`src/rtl/iob_cache_port_arbiter.sv`:
```
// ---------------------------------------------------------------------------
// iob_cache_port_arbiter
//
// Front-end arbiter that lets N_PORTS IOb-native requesters share the single
// IOb slave port of a cache. Requests are granted in round-robin
// (ARB_MODE = 0) or fixed-priority (ARB_MODE = 1, port 0 highest) order. A
// stalled or FIFO-blocked request locks the grant until it is accepted.
// Accepted reads push their port index into a tag FIFO so that each returning
// m_rvalid_i is steered to the requester that issued the read.
//
// Ports:
//   clk_i, rst_i, cke_i   clock, synchronous active-high reset, clock enable
//   s_*                   packed per-requester IOb slave ports (port p at
//                         [p*W +: W]); s_rdata_o is m_rdata_i replicated
//   m_*                   IOb master port towards the cache
//   pending_o             number of reads accepted but not yet returned
//   err_o                 sticky: rvalid arrived with no outstanding read
// ---------------------------------------------------------------------------
module iob_cache_port_arbiter #(
    parameter int N_PORTS  = 4,
    parameter int ADDR_W   = 30,
    parameter int DATA_W   = 32,
    parameter int OUTST_W  = 2,
    parameter int ARB_MODE = 0,
    parameter int PORT_W   = (N_PORTS > 1) ? $clog2(N_PORTS) : 1
) (
    input  logic                               clk_i,
    input  logic                               rst_i,
    input  logic                               cke_i,
    input  logic [N_PORTS-1:0]                 s_avalid_i,
    input  logic [N_PORTS*ADDR_W-1:0]          s_addr_i,
    input  logic [N_PORTS*DATA_W-1:0]          s_wdata_i,
    input  logic [N_PORTS*(DATA_W/8)-1:0]      s_wstrb_i,
    output logic [N_PORTS-1:0]                 s_ready_o,
    output logic [N_PORTS-1:0]                 s_rvalid_o,
    output logic [N_PORTS*DATA_W-1:0]          s_rdata_o,
    output logic                               m_avalid_o,
    output logic [ADDR_W-1:0]                  m_addr_o,
    output logic [DATA_W-1:0]                  m_wdata_o,
    output logic [DATA_W/8-1:0]                m_wstrb_o,
    input  logic                               m_ready_i,
    input  logic                               m_rvalid_i,
    input  logic [DATA_W-1:0]                  m_rdata_i,
    output logic [OUTST_W:0]                   pending_o,
    output logic                               err_o
);

    localparam int STRB_W = DATA_W / 8;
    localparam int DEPTH  = 2 ** OUTST_W;

    logic                lock_q, lock_d;
    logic [PORT_W-1:0]   lock_port_q, lock_port_d;
    logic [PORT_W-1:0]   rr_ptr_q, rr_ptr_d;
    logic [OUTST_W-1:0]  wr_ptr_q, wr_ptr_d;
    logic [OUTST_W-1:0]  rd_ptr_q, rd_ptr_d;
    logic [OUTST_W:0]    count_q, count_d;
    logic                err_q, err_d;
    logic [PORT_W-1:0]   fifo_mem_q [DEPTH];
    logic [PORT_W-1:0]   fifo_mem_d [DEPTH];

    logic [PORT_W-1:0]   grant;
    logic                found;
    int                  idx;
    logic                gnt_avalid;
    logic                gnt_is_read;
    logic                fifo_full;
    logic                fifo_empty;
    logic                rd_block;
    logic                accept;
    logic                push;
    logic                pop;

    // Grant search. Round-robin starts at the pointer, fixed priority at 0;
    // a locked request overrides both so a stalled port keeps its grant.
    always_comb begin
        // NOTE: every always_comb output gets a default first so no path can infer a latch.
        grant = rr_ptr_q;
        found = 1'b0;
        idx   = 0;
        if (lock_q) begin
            grant = lock_port_q;
        end else begin
            for (int i = 0; i < N_PORTS; i++) begin
                idx = ((ARB_MODE == 0) ? int'(rr_ptr_q) : 0) + i;
                if (idx >= N_PORTS) idx = idx - N_PORTS;
                if (!found && s_avalid_i[PORT_W'(idx)]) begin
                    grant = PORT_W'(idx);
                    found = 1'b1;
                end
            end
        end
    end

    assign gnt_avalid  = s_avalid_i[grant];
    assign m_addr_o    = s_addr_i[int'(grant)*ADDR_W +: ADDR_W];
    assign m_wdata_o   = s_wdata_i[int'(grant)*DATA_W +: DATA_W];
    assign m_wstrb_o   = s_wstrb_i[int'(grant)*STRB_W +: STRB_W];
    assign gnt_is_read = (m_wstrb_o == '0);

    // Full check ignores a same-cycle pop: a blocked read waits one extra cycle.
    assign fifo_full  = (count_q == (OUTST_W+1)'(DEPTH));
    assign fifo_empty = (count_q == '0);
    assign rd_block   = gnt_is_read & fifo_full;

    assign m_avalid_o = gnt_avalid & cke_i & ~rd_block;
    assign accept     = m_avalid_o & m_ready_i;
    assign push       = accept & gnt_is_read;
    assign pop        = cke_i & m_rvalid_i & ~fifo_empty;

    assign s_rdata_o  = {N_PORTS{m_rdata_i}};
    assign pending_o  = count_q;
    assign err_o      = err_q;

    always_comb begin
        s_ready_o  = '0;
        s_rvalid_o = '0;
        s_ready_o[grant]                = accept;
        s_rvalid_o[fifo_mem_q[rd_ptr_q]] = pop;
    end

    // Next-state logic; with cke_i low every _d equals its _q.
    always_comb begin
        lock_d      = lock_q;
        lock_port_d = lock_port_q;
        rr_ptr_d    = rr_ptr_q;
        wr_ptr_d    = wr_ptr_q;
        rd_ptr_d    = rd_ptr_q;
        count_d     = count_q;
        err_d       = err_q;
        fifo_mem_d  = fifo_mem_q;

        if (cke_i) begin
            // Requested but not accepted (cache stall or FIFO block): lock.
            if (accept) begin
                lock_d = 1'b0;
            end else if (gnt_avalid) begin
                lock_d      = 1'b1;
                lock_port_d = grant;
            end

            if (accept && (ARB_MODE == 0)) begin
                rr_ptr_d = (int'(grant) == N_PORTS - 1) ? '0 : grant + 1'b1;
            end

            if (push) begin
                fifo_mem_d[wr_ptr_q] = grant;
                wr_ptr_d             = wr_ptr_q + 1'b1;
            end
            if (pop) begin
                rd_ptr_d = rd_ptr_q + 1'b1;
            end
            if (push && !pop) begin
                count_d = count_q + 1'b1;
            end else if (pop && !push) begin
                count_d = count_q - 1'b1;
            end

            if (m_rvalid_i && fifo_empty) begin
                err_d = 1'b1;
            end
        end
    end

    // NOTE: state flops use non-blocking assignments so all registers update together at the edge.
    always_ff @(posedge clk_i) begin
        if (rst_i) begin
            lock_q      <= 1'b0;
            lock_port_q <= '0;
            rr_ptr_q    <= '0;
            wr_ptr_q    <= '0;
            rd_ptr_q    <= '0;
            count_q     <= '0;
            err_q       <= 1'b0;
        end else begin
            lock_q      <= lock_d;
            lock_port_q <= lock_port_d;
            rr_ptr_q    <= rr_ptr_d;
            wr_ptr_q    <= wr_ptr_d;
            rd_ptr_q    <= rd_ptr_d;
            count_q     <= count_d;
            err_q       <= err_d;
        end
    end

    // NOTE: tag storage is not reset; the occupancy count alone decides which entries are live.
    always_ff @(posedge clk_i) begin
        fifo_mem_q <= fifo_mem_d;
    end

endmodule

```
`config.mk`:
```
export PLATFORM = sky130hd
export DESIGN_NAME = iob_cache_port_arbiter
export DESIGN_NICKNAME = d
export VERILOG_FILES = /design/src/rtl/iob_cache_port_arbiter.sv
export SDC_FILE = /design/constraint.sdc
export NUM_CORES = 1
export LEC_CHECK = 0
export CAP_MARGIN = 20
export CORE_AREA = 10 10 188 190
export CTS_CLUSTER_DIAMETER = 100
export DETAILED_ROUTE_END_ITERATION = 16
export DIE_AREA = 0 0 198 200
export PLACE_DENSITY_LB_ADDON = 0.3
export SYNTH_ARGS = -nofsm -noshare
export SYNTH_HDL_FRONTEND = slang
export SYNTH_SLANG_ARGS = --single-unit
```
`constraint.sdc`:
```
create_clock -name clk_i -period 10.5 [get_ports clk_i]
set_clock_uncertainty 0.15 [all_clocks]
set_input_delay 2.1 -clock clk_i [delete_from_list [all_inputs] [get_ports clk_i]]
set_output_delay 2.1 -clock clk_i [all_outputs]
set_load 0.02 [all_outputs]
```
# After elaboration in Yosys (flattened, before gate mapping)
# Cells that the tools add are included.
[word_totals] regBits=21 in_bits=305 out_inout_bits=207 elab_cells=131
[op_classes] addsub=12 mul=1 order_cmp=15 n_eq_ne=2 n_shift=3 n_mux=48 bitwise=14 reduce_logical=25
[ops] op="indexed part select 128 x 8 -> 32 bit" n=1
[ops] op="indexed part select 120 x 8 -> 30 bit" n=1
[ops] op="2-to-1 mux 2 bit" n=17
[ops] op="2-to-1 mux 1 bit" n=19
[ops] op="less-than comparator 2 x 4 -> 1 bit, second input constant" n=4
[ops] op="indexed part select 16 x 5 -> 4 bit" n=1
[ops] op=">= comparator 3 bit, second input constant" n=5
[ops] op="AND reduction 2 bit" n=6
[ops] op="binary-select mux 1 bit (select 2 bit)" n=5
[ops] op="logical AND 1 bit" n=9
[ops] op="AND 4 bit" n=2
[ops] op="bitwise mux 8 bit" n=1
[ops] op="subtractor 2 x 1 -> 2 bit, second input constant" n=4
[ops] op="AND 1 bit" n=7
[ops] op="adder 2 x 1 -> 2 bit, second input constant" n=3
[ops] op="adder 2 x 2 -> 3 bit, second input constant" n=2
[ops] op="less-than comparator 2 x 3 -> 1 bit, second input constant" n=2
[ops] op="multiplier 2 x 4 -> 6 bit, second input constant" n=1
[ops] op="2-to-1 mux 3 bit" n=2
[ops] op="inverter 2 -> 3 bit" n=2
[ops] op="logical NOT 1 bit" n=5
[ops] op="binary-select mux 2 bit (select 2 bit)" n=1
[ops] op="demux 1 bit (select 2 bit)" n=2
[ops] op="demux 2 bit (select 2 bit)" n=1
[ops] op="other kinds (13)" n=17

# Depth between registers and ports, before layout
# Gate-level depths: netlist (run 1).
[depth] word_depth=31 depth_mapped=16 ltp_nobuf=15

# Least setup slack after synthesis (run 1)
# OpenSTA, ideal clock, no wires.
[synth_path] path_type="in2out" from="input port s_avalid_i[1]" to="output port m_addr_o[0]" t_arrival_ns=4.341 required_ns=8.250 setup_slack_ns=3.909 stages=9 cell_sequence="clkbuf_1 o311ai_0 nand2_1 clkbuf_1 inv_2 buf_2 buf_1 nand2_1 a31oi_1"
[synth_via] elab_chain_cells=19 word_cells_on_any_way=31 cone_classes="mul (1); shift (1); mux (23); reduce/logical (6)"
[synth_lines] element="start: declaration" line="30" rtl="input logic [N_PORTS-1:0] s_avalid_i,"
[synth_lines] element="binary-select mux 1 bit (select 2 bit)" line="86" rtl="if (!found && s_avalid_i[PORT_W'(idx)]) begin"
[synth_lines] element="2-to-1 mux 1 bit (implied by the code) (2 in series)" line="86"
[synth_lines] element="2-to-1 mux 1 bit" line="86"
[synth_lines] element="2-to-1 mux 1 bit" line="80" rtl="if (lock_q) begin"
[synth_lines] element="logical NOT 1 bit" line="86"
[synth_lines] element="logical AND 1 bit" line="86"
[synth_lines] element="2-to-1 mux 1 bit" line="86"
[synth_lines] element="2-to-1 mux 1 bit" line="80"
[synth_lines] element="(+2 left out)"
[synth_lines] element="2-to-1 mux 1 bit" line="86"
[synth_lines] element="2-to-1 mux 1 bit" line="80"
[synth_lines] element="logical NOT 1 bit" line="86"
[synth_lines] element="logical AND 1 bit" line="86"
[synth_lines] element="2-to-1 mux 2 bit *" line="86"
[synth_lines] element="2-to-1 mux 2 bit *" line="80"
[synth_lines] element="multiplier 2 x 4 -> 6 bit *" line="95" rtl="assign m_addr_o = s_addr_i[int'(grant)*ADDR_W +: ADDR_W];"
[synth_lines] element="indexed part select 120 x 8 -> 30 bit *" line="95"
[synth_lines] element="end: declaration" line="38" rtl="output logic [ADDR_W-1:0] m_addr_o,"
# Mark *: on every way between the ends. The rest lies on a longest branch, timed or not. The select of a mux whose other input is x is not followed.

# Final worst setup path (run 1)
[layout_path] from="input port s_avalid_i[3]" to="output port m_wdata_o[5]"
[layout_via] elab_chain_cells=18 word_cells_on_any_way=30 cone_classes="shift (1); mux (23); reduce/logical (6)"
[layout_lines] element="binary-select mux 1 bit (select 2 bit)" line="86"
[layout_lines] element="2-to-1 mux 1 bit (implied by the code) (2 in series)" line="86"
[layout_lines] element="2-to-1 mux 1 bit" line="86"
[layout_lines] element="2-to-1 mux 1 bit" line="80"
[layout_lines] element="logical NOT 1 bit" line="86"
[layout_lines] element="logical AND 1 bit" line="86"
[layout_lines] element="2-to-1 mux 1 bit" line="86"
[layout_lines] element="2-to-1 mux 1 bit" line="80"
[layout_lines] element="logical NOT 1 bit" line="86"
[layout_lines] element="logical AND 1 bit" line="86"
[layout_lines] element="2-to-1 mux 1 bit" line="86"
[layout_lines] element="2-to-1 mux 1 bit" line="80"
[layout_lines] element="logical NOT 1 bit" line="86"
[layout_lines] element="logical AND 1 bit" line="86"
[layout_lines] element="2-to-1 mux 2 bit *" line="86"
[layout_lines] element="2-to-1 mux 2 bit *" line="80"
[layout_lines] element="indexed part select 128 x 8 -> 32 bit *" line="96" rtl="assign m_wdata_o = s_wdata_i[int'(grant)*DATA_W +: DATA_W];"
[layout_lines] element="end: declaration" line="39" rtl="output logic [DATA_W-1:0] m_wdata_o,"
# Marks and branches as above.

==> metrics.md, run 1 <==
| Metric | Value |
|---|---|
| Biggest area contributors in the synthesized netlist | `sky130_fd_sc_hd__nand2_1 22%, sky130_fd_sc_hd__buf_4 22%, sky130_fd_sc_hd__a31oi_1 9.8%` |
| Area inside the core boundary | `roughly 31000 um2` |
| Number of DRC violations after detailed routing | `0` |
| Fraction of the mapped netlist area in compound gates | `16.1%` |
| Post-place instance area | `7310 um2` |
| Final standard cell area without fillers | `7400 um2` |
| Number of distinct library cells after synthesis | `between 50 and 60` |
| Avg Cell Area, Syn | `6.12 um2` |
| Required time of the critical path | `8.25 ns` |
| DRT Pass-1 Iters | `4` |
| Cell area after synthesis | `4350 um2` |
| Pins over their slew limit | `0` |
| Deepest clock path buffer count | `2` |
| P per Cell Area | `122 nW/um2` |
| Path type of the worst setup path | `input port to output pin` |
| Number of design-rule violations left by the first detailed-router iteration | `319` |
| Adder-cell area share of the yosys netlist | `3.28%` |
| Result of the run | `complete, no violations` |
| Fin nets | `1215` |
| Row Count | `65` |
| Starting Density | `13.9%` |
| Worst Hold Class | `register to register` |
| Final standard cell count with taps included and fillers excluded | `1302` |
| Worst relative slew slack | `41.6%` |
| Maximum level of the CTS H-tree | `1` |
| List of most frequent post-synthesis cells | `260 x sky130_fd_sc_hd__nand2_1, 128 x sky130_fd_sc_hd__buf_4, 68 x sky130_fd_sc_hd__a31oi_1, 67 x sky130_fd_sc_hd__and3_1, 37 x sky130_fd_sc_hd__clkbuf_1` |
| Leakage power figure | `2.98 nW` |
| Global-route wire length before repair | `~35 mm` |
| Number of global-route vias before repair | `5325` |
| Post-detailed-route wirelength per cell | `19.5 um` |
| RSZ-0062 raised after global routing | `no` |
| Kind of end point of the critical path | `output pin` |
| Cts repair resizes | `0` |
| Post-synthesis async set-or-reset flop share | `0%` |
| Sequential share of the synthesized area | `11.5%` |
| Detailed placer's ending HPWL | `20.9 mm` |
| Setup violations, final | `0` |
| Initial antenna violation count | `3` |
| Arrival time worst endpoint | `roughly 6 ns` |
| Post-CTS Hold Fix Bufs | `0` |
| Final worst-path cycle share | `78.4%` |
| Remaining antenna violation count | `0` |
| Clock latency at the later pin of the worst-skew pair | `about 0.25 ns` |
| Share of cells above drive strength 1 | `2.67%` |
| Most used flip-flop cell after synthesis | `sky130_fd_sc_hd__dfxtp_1` |
| Peak supply drop | `between 0.09 and 0.1 mV` |
| CTS tree | `built` |
| Synth warnings | `0` |
| Top-count cell post-synth | `sky130_fd_sc_hd__nand2_1` |
| CTS Sinks | `21` |
| Max Freq | `121 MHz` |
| Post-CTS Setup Inserts | `0` |
| Quantity of I/O buffers inserted on ports | `351` |
| Cell accounting for the most synthesized area | `sky130_fd_sc_hd__nand2_1` |
| Overflow after GRT | `0` |
| Total I/O pin count | `512` |
| Register bit total from synthesis | `21` |
| Syn nets | `1027` |
| Post-placement cell count | `1297` |
| Post-synthesis share of cell area spent on xor and xnor gates | `0.805%` |
| Area share of the largest cell type after synthesis | `22.4%` |
| Synth Area in Simple Gates | `about two fifths` |
| Largest driver fanout on the critical path | `63` |
| Portion of netlist area occupied by mux cells | `under 10%` |
| Floorplan die height | `200 um` |
| Placer Congestion | `0.784` |
| Final WL | `between 20 and 30 mm` |
| Clock-pin slew of the registers on the worst-case setup and hold paths | `0.06 ns` |
| Number of synthesized flops with an enable pin | `8` |
| Synthesis-to-layout area growth | `69.9%` |
| Cells after synthesis | `712` |
| Final sum of negative setup slack | `0 ns` |
| Crit path launch type | `input port` |
| Die W | `198 um` |
| Min Clock Period, post-route | `8.23 ns` |
| Worst Tran Pin Value | `0.865 ns` |
| Detailed-route vias per instance | `4.11` |
| Total number of vias | `5356` |
| Main combinational cell family by area after synthesis | `simple AND/OR/NAND/NOR gates` |
| CTS buffer count | `3` |
| Clock tree root driver cell | `sky130_fd_sc_hd__clkbuf_16` |
| Final Hold Vio Count | `0` |
| Max Cap Violations | `0` |
| Die Area | `39600 um2` |
| Pin count of the biggest net entering global routing | `79` |
| Global router's overall resource usage | `about 11%` |
## stage by stage
step / power [mW] / utilization, % / hold WS, ns / setup WS [ns]
2_1_floorplan: 0.530 / - / 0.331 / 3.91
3_3_place_gp: 0.837 / 23.3 / 0.310 / 2.12
3_5_place_dp: 0.836 / 23.3 / 0.318 / 2.17
4_1_cts: 0.919 / 23.6 / 0.332 / 2.16
5_1_grt: 0.970 / 23.6 / 0.362 / 1.86
6_report: 0.901 / 23.6 / 0.323 / 2.27
## worst paths after layout
kind	depth (start not counted)	slack (ns)	from	end
max	12	2.27	s_avalid_i[3]	m_wdata_o[5]
min	2	0.32	err_o	err_o
max reg2reg	15	6.42	rr_ptr_q[1]	pending_o[2]
min reg2reg	2	0.32	err_o	err_o
## critical path: stages
cell and delay, ns:
sky130_fd_sc_hd__clkdlybuf4s50_1 0.60, sky130_fd_sc_hd__nand2b_1 0.16, sky130_fd_sc_hd__a21boi_2 0.08, sky130_fd_sc_hd__o311ai_0 0.30, sky130_fd_sc_hd__buf_4 0.21, sky130_fd_sc_hd__nand2_4 0.33
sky130_fd_sc_hd__inv_4 0.68, sky130_fd_sc_hd__buf_12 0.30, sky130_fd_sc_hd__nand2_1 0.07, sky130_fd_sc_hd__and3_1 0.16, sky130_fd_sc_hd__a31oi_1 0.21, sky130_fd_sc_hd__clkdlybuf4s50_1 0.68
## cell usage in the layout, fill, tap and decap left out, types with 4 or more instances in the layout
cell,n
sky130_fd_sc_hd__and2_1,5
sky130_fd_sc_hd__and3_1,67
sky130_fd_sc_hd__clkdlybuf4s50_1,351
sky130_fd_sc_hd__nor2b_1,7
sky130_fd_sc_hd__nand2b_1,6
sky130_fd_sc_hd__inv_1,9
sky130_fd_sc_hd__a22oi_1,4
sky130_fd_sc_hd__ha_1,9
sky130_fd_sc_hd__edfxtp_1,8
sky130_fd_sc_hd__nand3_1,8
sky130_fd_sc_hd__a221oi_1,4
sky130_fd_sc_hd__buf_4,5
sky130_fd_sc_hd__nor3_1,6
sky130_fd_sc_hd__nand2_1,259
sky130_fd_sc_hd__o21ai_0,9
sky130_fd_sc_hd__a31oi_1,67
sky130_fd_sc_hd__nor2_1,14
sky130_fd_sc_hd__dfxtp_1,13
## power by group
part / switching, mW / total, mW / internal, mW
clock: 0.0276 / 0.0792 / 0.0517
sequential: 0.00583 / 0.0951 / 0.0893
combinational: 0.392 / 0.727 / 0.335
total: 0.426 / 0.901 / 0.476
## flip-flops by register name (all words and copies together), names as in the netlist
name and flops:
rd_ptr_q 2, wr_ptr_q 2, rr_ptr_q 2, lock_q 1, err_o 1, pending_o 3, fifo_mem_q 8, lock_port_q 2
## area by class of cell
class                           instances  area, um2
Fill cell                            3512      24000
Timing Repair Buffer                  357       3570
Multi-Input combinational cell        506       2700
Tap cell                              402        503
Sequential cell                        21        500
Clock buffer                            4       78.8
Inverter                               11       43.8
Antenna cell                            1       2.50
## routing by layer
metal / share of wire, % / vias to the layer above / GRT usage (%)
li1: - / 2647 / -
met1: 35 / 2422 / 11.8
met2: 54 / 242 / 21.7
met3: 10 / 41 / 4.62
met4: 1.2 / 4 / 1.62
met5: 0.11 / - / 0
## cell families after synthesis
| family | after synthesis |
|---|---|
| simple gates | 380 |
| buf+inv | 185 |
| compound gates | 103 |
| flops | 21 |
| fa+ha+maj | 11 |
| mux | 8 |
| xor+xnor | 4 |
(Power assumes the default switching activity.)
==> run 2: changes to the inputs <==
--- a/config.mk
+++ b/config.mk
@@ -6,10 +6,10 @@
 export NUM_CORES = 1
 export LEC_CHECK = 0
 export CAP_MARGIN = 20
-export CORE_AREA = 10 10 188 190
+export CORE_AREA = 10 10 189 191
 export CTS_CLUSTER_DIAMETER = 100
 export DETAILED_ROUTE_END_ITERATION = 16
-export DIE_AREA = 0 0 198 200
+export DIE_AREA = 0 0 199 201
 export PLACE_DENSITY_LB_ADDON = 0.3
 export SYNTH_ARGS = -nofsm -noshare
 export SYNTH_HDL_FRONTEND = slang
==> constraint.sdc (replaced) <==
create_clock -name clk_i -period 8.15 [get_ports clk_i]
set_clock_uncertainty 0.15 [all_clocks]
set_input_delay 1.63 -clock clk_i [delete_from_list [all_inputs] [get_ports clk_i]]
set_output_delay 1.63 -clock clk_i [all_outputs]
set_load 0.02 [all_outputs]
==> metrics.md, run 2 (synthesis gave the netlist of run 1 again) <==
| Metric | Value |
|---|---|
| Result of the run | `complete, no violations` |
| Worst Tran Pin Value | `0.841 ns` |
| Crit path launch type | `input port` |
| Total Power Consumption | `1.18 mW` |
| Share of cells above drive strength 1 | `3.33%` |
| CTS buffer count | `3` |
| Worst R2R Start | `rr_ptr_q[1]` |
| Number of antenna repair diodes | `0` |
| Post-place instance area | `7370 um2` |
| Remaining antenna violation count | `0` |
| Deepest clock path buffer count | `2` |
| Post-CTS Hold Fix Bufs | `0` |
| Detailed-route vias per instance | `4.06` |
| Max Cap Violations | `0` |
| Clock tree root driver cell | `sky130_fd_sc_hd__clkbuf_16` |
| Synthesis-to-layout area growth | `71.2%` |
| Pin count of the biggest net entering global routing | `69` |
| Floorplan die height | `201 um` |
| Overflow after GRT | `0` |
| RSZ-0062 raised after global routing | `no` |
| Cts repair resizes | `0` |
| R2r endpoint | `pending_o[2]` |
| Die W | `roughly 200 um` |
| Final standard cell area without fillers | `7450 um2` |
| Kind of end point of the critical path | `output pin` |
| Placer Congestion | `around 0.86` |
| Most common cell after layout, fill and taps aside | `sky130_fd_sc_hd__clkdlybuf4s50_1` |
| Peak supply drop | `0.0699 mV` |
| Final WL | `24.5 mm` |
| Detailed placer's ending HPWL | `about 20 mm` |
| Setup violations, final | `0` |
| Cell count of the worst reg-to-reg path | `15` |
| Row Count | `66` |
| Maximum level of the CTS H-tree | `1` |
| Clock latency at the later pin of the worst-skew pair | `about 0.25 ns` |
| Most used cells in the layout excluding fill and tap cells | `348 x sky130_fd_sc_hd__clkdlybuf4s50_1, 259 x sky130_fd_sc_hd__nand2_1, 67 x sky130_fd_sc_hd__and3_1, 67 x sky130_fd_sc_hd__a31oi_1, 14 x sky130_fd_sc_hd__nor2_1` |
| CTS tree | `built` |
| Pins over their slew limit | `0` |
| Max reg flops | `8` |
| Global router's overall resource usage | `11.2%` |
| Clock-pin slew of the registers on the worst-case setup and hold paths | `around 0.060 ns` |
| Number of design-rule violations left by the first detailed-router iteration | `271` |
| Quantity of I/O buffers inserted on ports | `roughly 350` |
| Hold Startpoint | `err_o` |
| CTS Sinks | `21` |
| Hold-critical path depth | `2` |
| P per Cell Area | `between 150 and 200 nW/um2` |
| Global-route wire length before repair | `34.7 mm` |
| Final worst-path cycle share | `89.5%` |
| Worst hold path endpoint | `err_o` |
| Number of global-route vias before repair | `between 5000 and 6000` |
| Min Clock Period, post-route | `~7.3 ns` |
| Required time of the critical path | `6.37 ns` |
| Initial antenna violation count | `2` |
| Fin nets | `1218` |
| Max Freq | `137 MHz` |
| FF-to-FF setup slack | `~3.9 ns` |
| Total number of vias | `5315` |
| Worst relative slew slack | `43.4%` |
| DRT Pass-1 Iters | `4` |
| Post-detailed-route wirelength per cell | `18.7 um` |
| Area inside the core boundary | `32000 um2` |
| Path type of the worst setup path | `input port to output pin` |
| Post-CTS Setup Inserts | `0` |
| Largest driver fanout on the critical path | `39` |
| Final Hold Vio Count | `0` |
| Total I/O pin count | `512` |
| Number of DRC violations after detailed routing | `0` |
| Arrival time worst endpoint | `about 5.5 ns` |
| Leakage power figure | `3.01 nW` |
| Final sum of negative setup slack | `0 ns` |
| Die Area | `40000 um2` |
| Register name with the most flops | `fifo_mem_q` |
| Starting Density | `between 10% and 20%` |
| Worst Hold Class | `register to register` |
## run 2: changes by cell type in the layout (fill, tap and decap cells not counted), sizes merged
| cell | delta |
|---|---|
| buf | +6 |
| clkdlybuf4s50 | -3 |
| diode | -1 |
## run 2: how the worst max path moves through the flow
stage	start	to	slack, ns	cells after the start
CTS	s_avalid_i[0]	s_ready_o[0]	0.86	10
floorplan	s_avalid_i[1]	m_addr_o[0]	2.50	9
finish	s_avalid_i[0]	s_ready_o[1]	0.86	10
global route	s_avalid_i[0]	s_ready_o[3]	0.58	10
global placement	s_avalid_i[0]	s_ready_o[3]	0.89	10
detailed placement	s_avalid_i[0]	s_ready_o[0]	0.85	10
## run 2: critical path, stage by stage
cell                              delay, ns
sky130_fd_sc_hd__clkdlybuf4s50_1       0.50
sky130_fd_sc_hd__or2_2                 0.33
sky130_fd_sc_hd__a211oi_1              0.44
sky130_fd_sc_hd__a31oi_4               0.14
sky130_fd_sc_hd__inv_2                 0.54
sky130_fd_sc_hd__a22oi_1               0.28
sky130_fd_sc_hd__or4_4                 0.64
sky130_fd_sc_hd__o211a_4               0.31
sky130_fd_sc_hd__and2_1                0.16
sky130_fd_sc_hd__clkdlybuf4s50_1       0.54
## run 2: through the flow
step | instances | setup slack [ns] | hold WS, ns | utilization (%)
finish | 1310 | 0.858 | 0.331 | 23.3
global route | 1310 | 0.576 | 0.360 | 23.3
CTS | 1310 | 0.855 | 0.333 | 23.3
detailed placement | 1306 | 0.852 | 0.319 | 23.0
global placement | 1306 | 0.888 | 0.302 | 23.0
floorplan | 712 | 2.50 | 0.331 | -
## run 2: layout make-up
type / count / area [um2]
clock buffer: 4 / 78.8
fill: 3618 / 24600
inverter: 11 / 43.8
multi-input combinational: 506 / 2700
sequential: 21 / 500
tap: 408 / 510
timing repair buffer: 360 / 3620
## run 2: where the power goes
part / switching [mW] / internal [mW] / leakage, nW
combinational: 0.508 / 0.444 / 2.79
clock: 0.0357 / 0.0666 / 0.0382
sequential: 0.00795 / 0.115 / 0.178
## run 2: metal layers
metal / vias to the layer above / GRT usage (%) / wire length (um) / share of wire, %
met5: - / 0 / 0 / 0
met1: 2382 / 12.7 / 9750 / 40
met2: 218 / 20.0 / 12200 / 50
met4: 0 / 3.00 / 669 / 2.7
met3: 64 / 2.90 / 1900 / 7.8
li1: 2651 / - / - / -
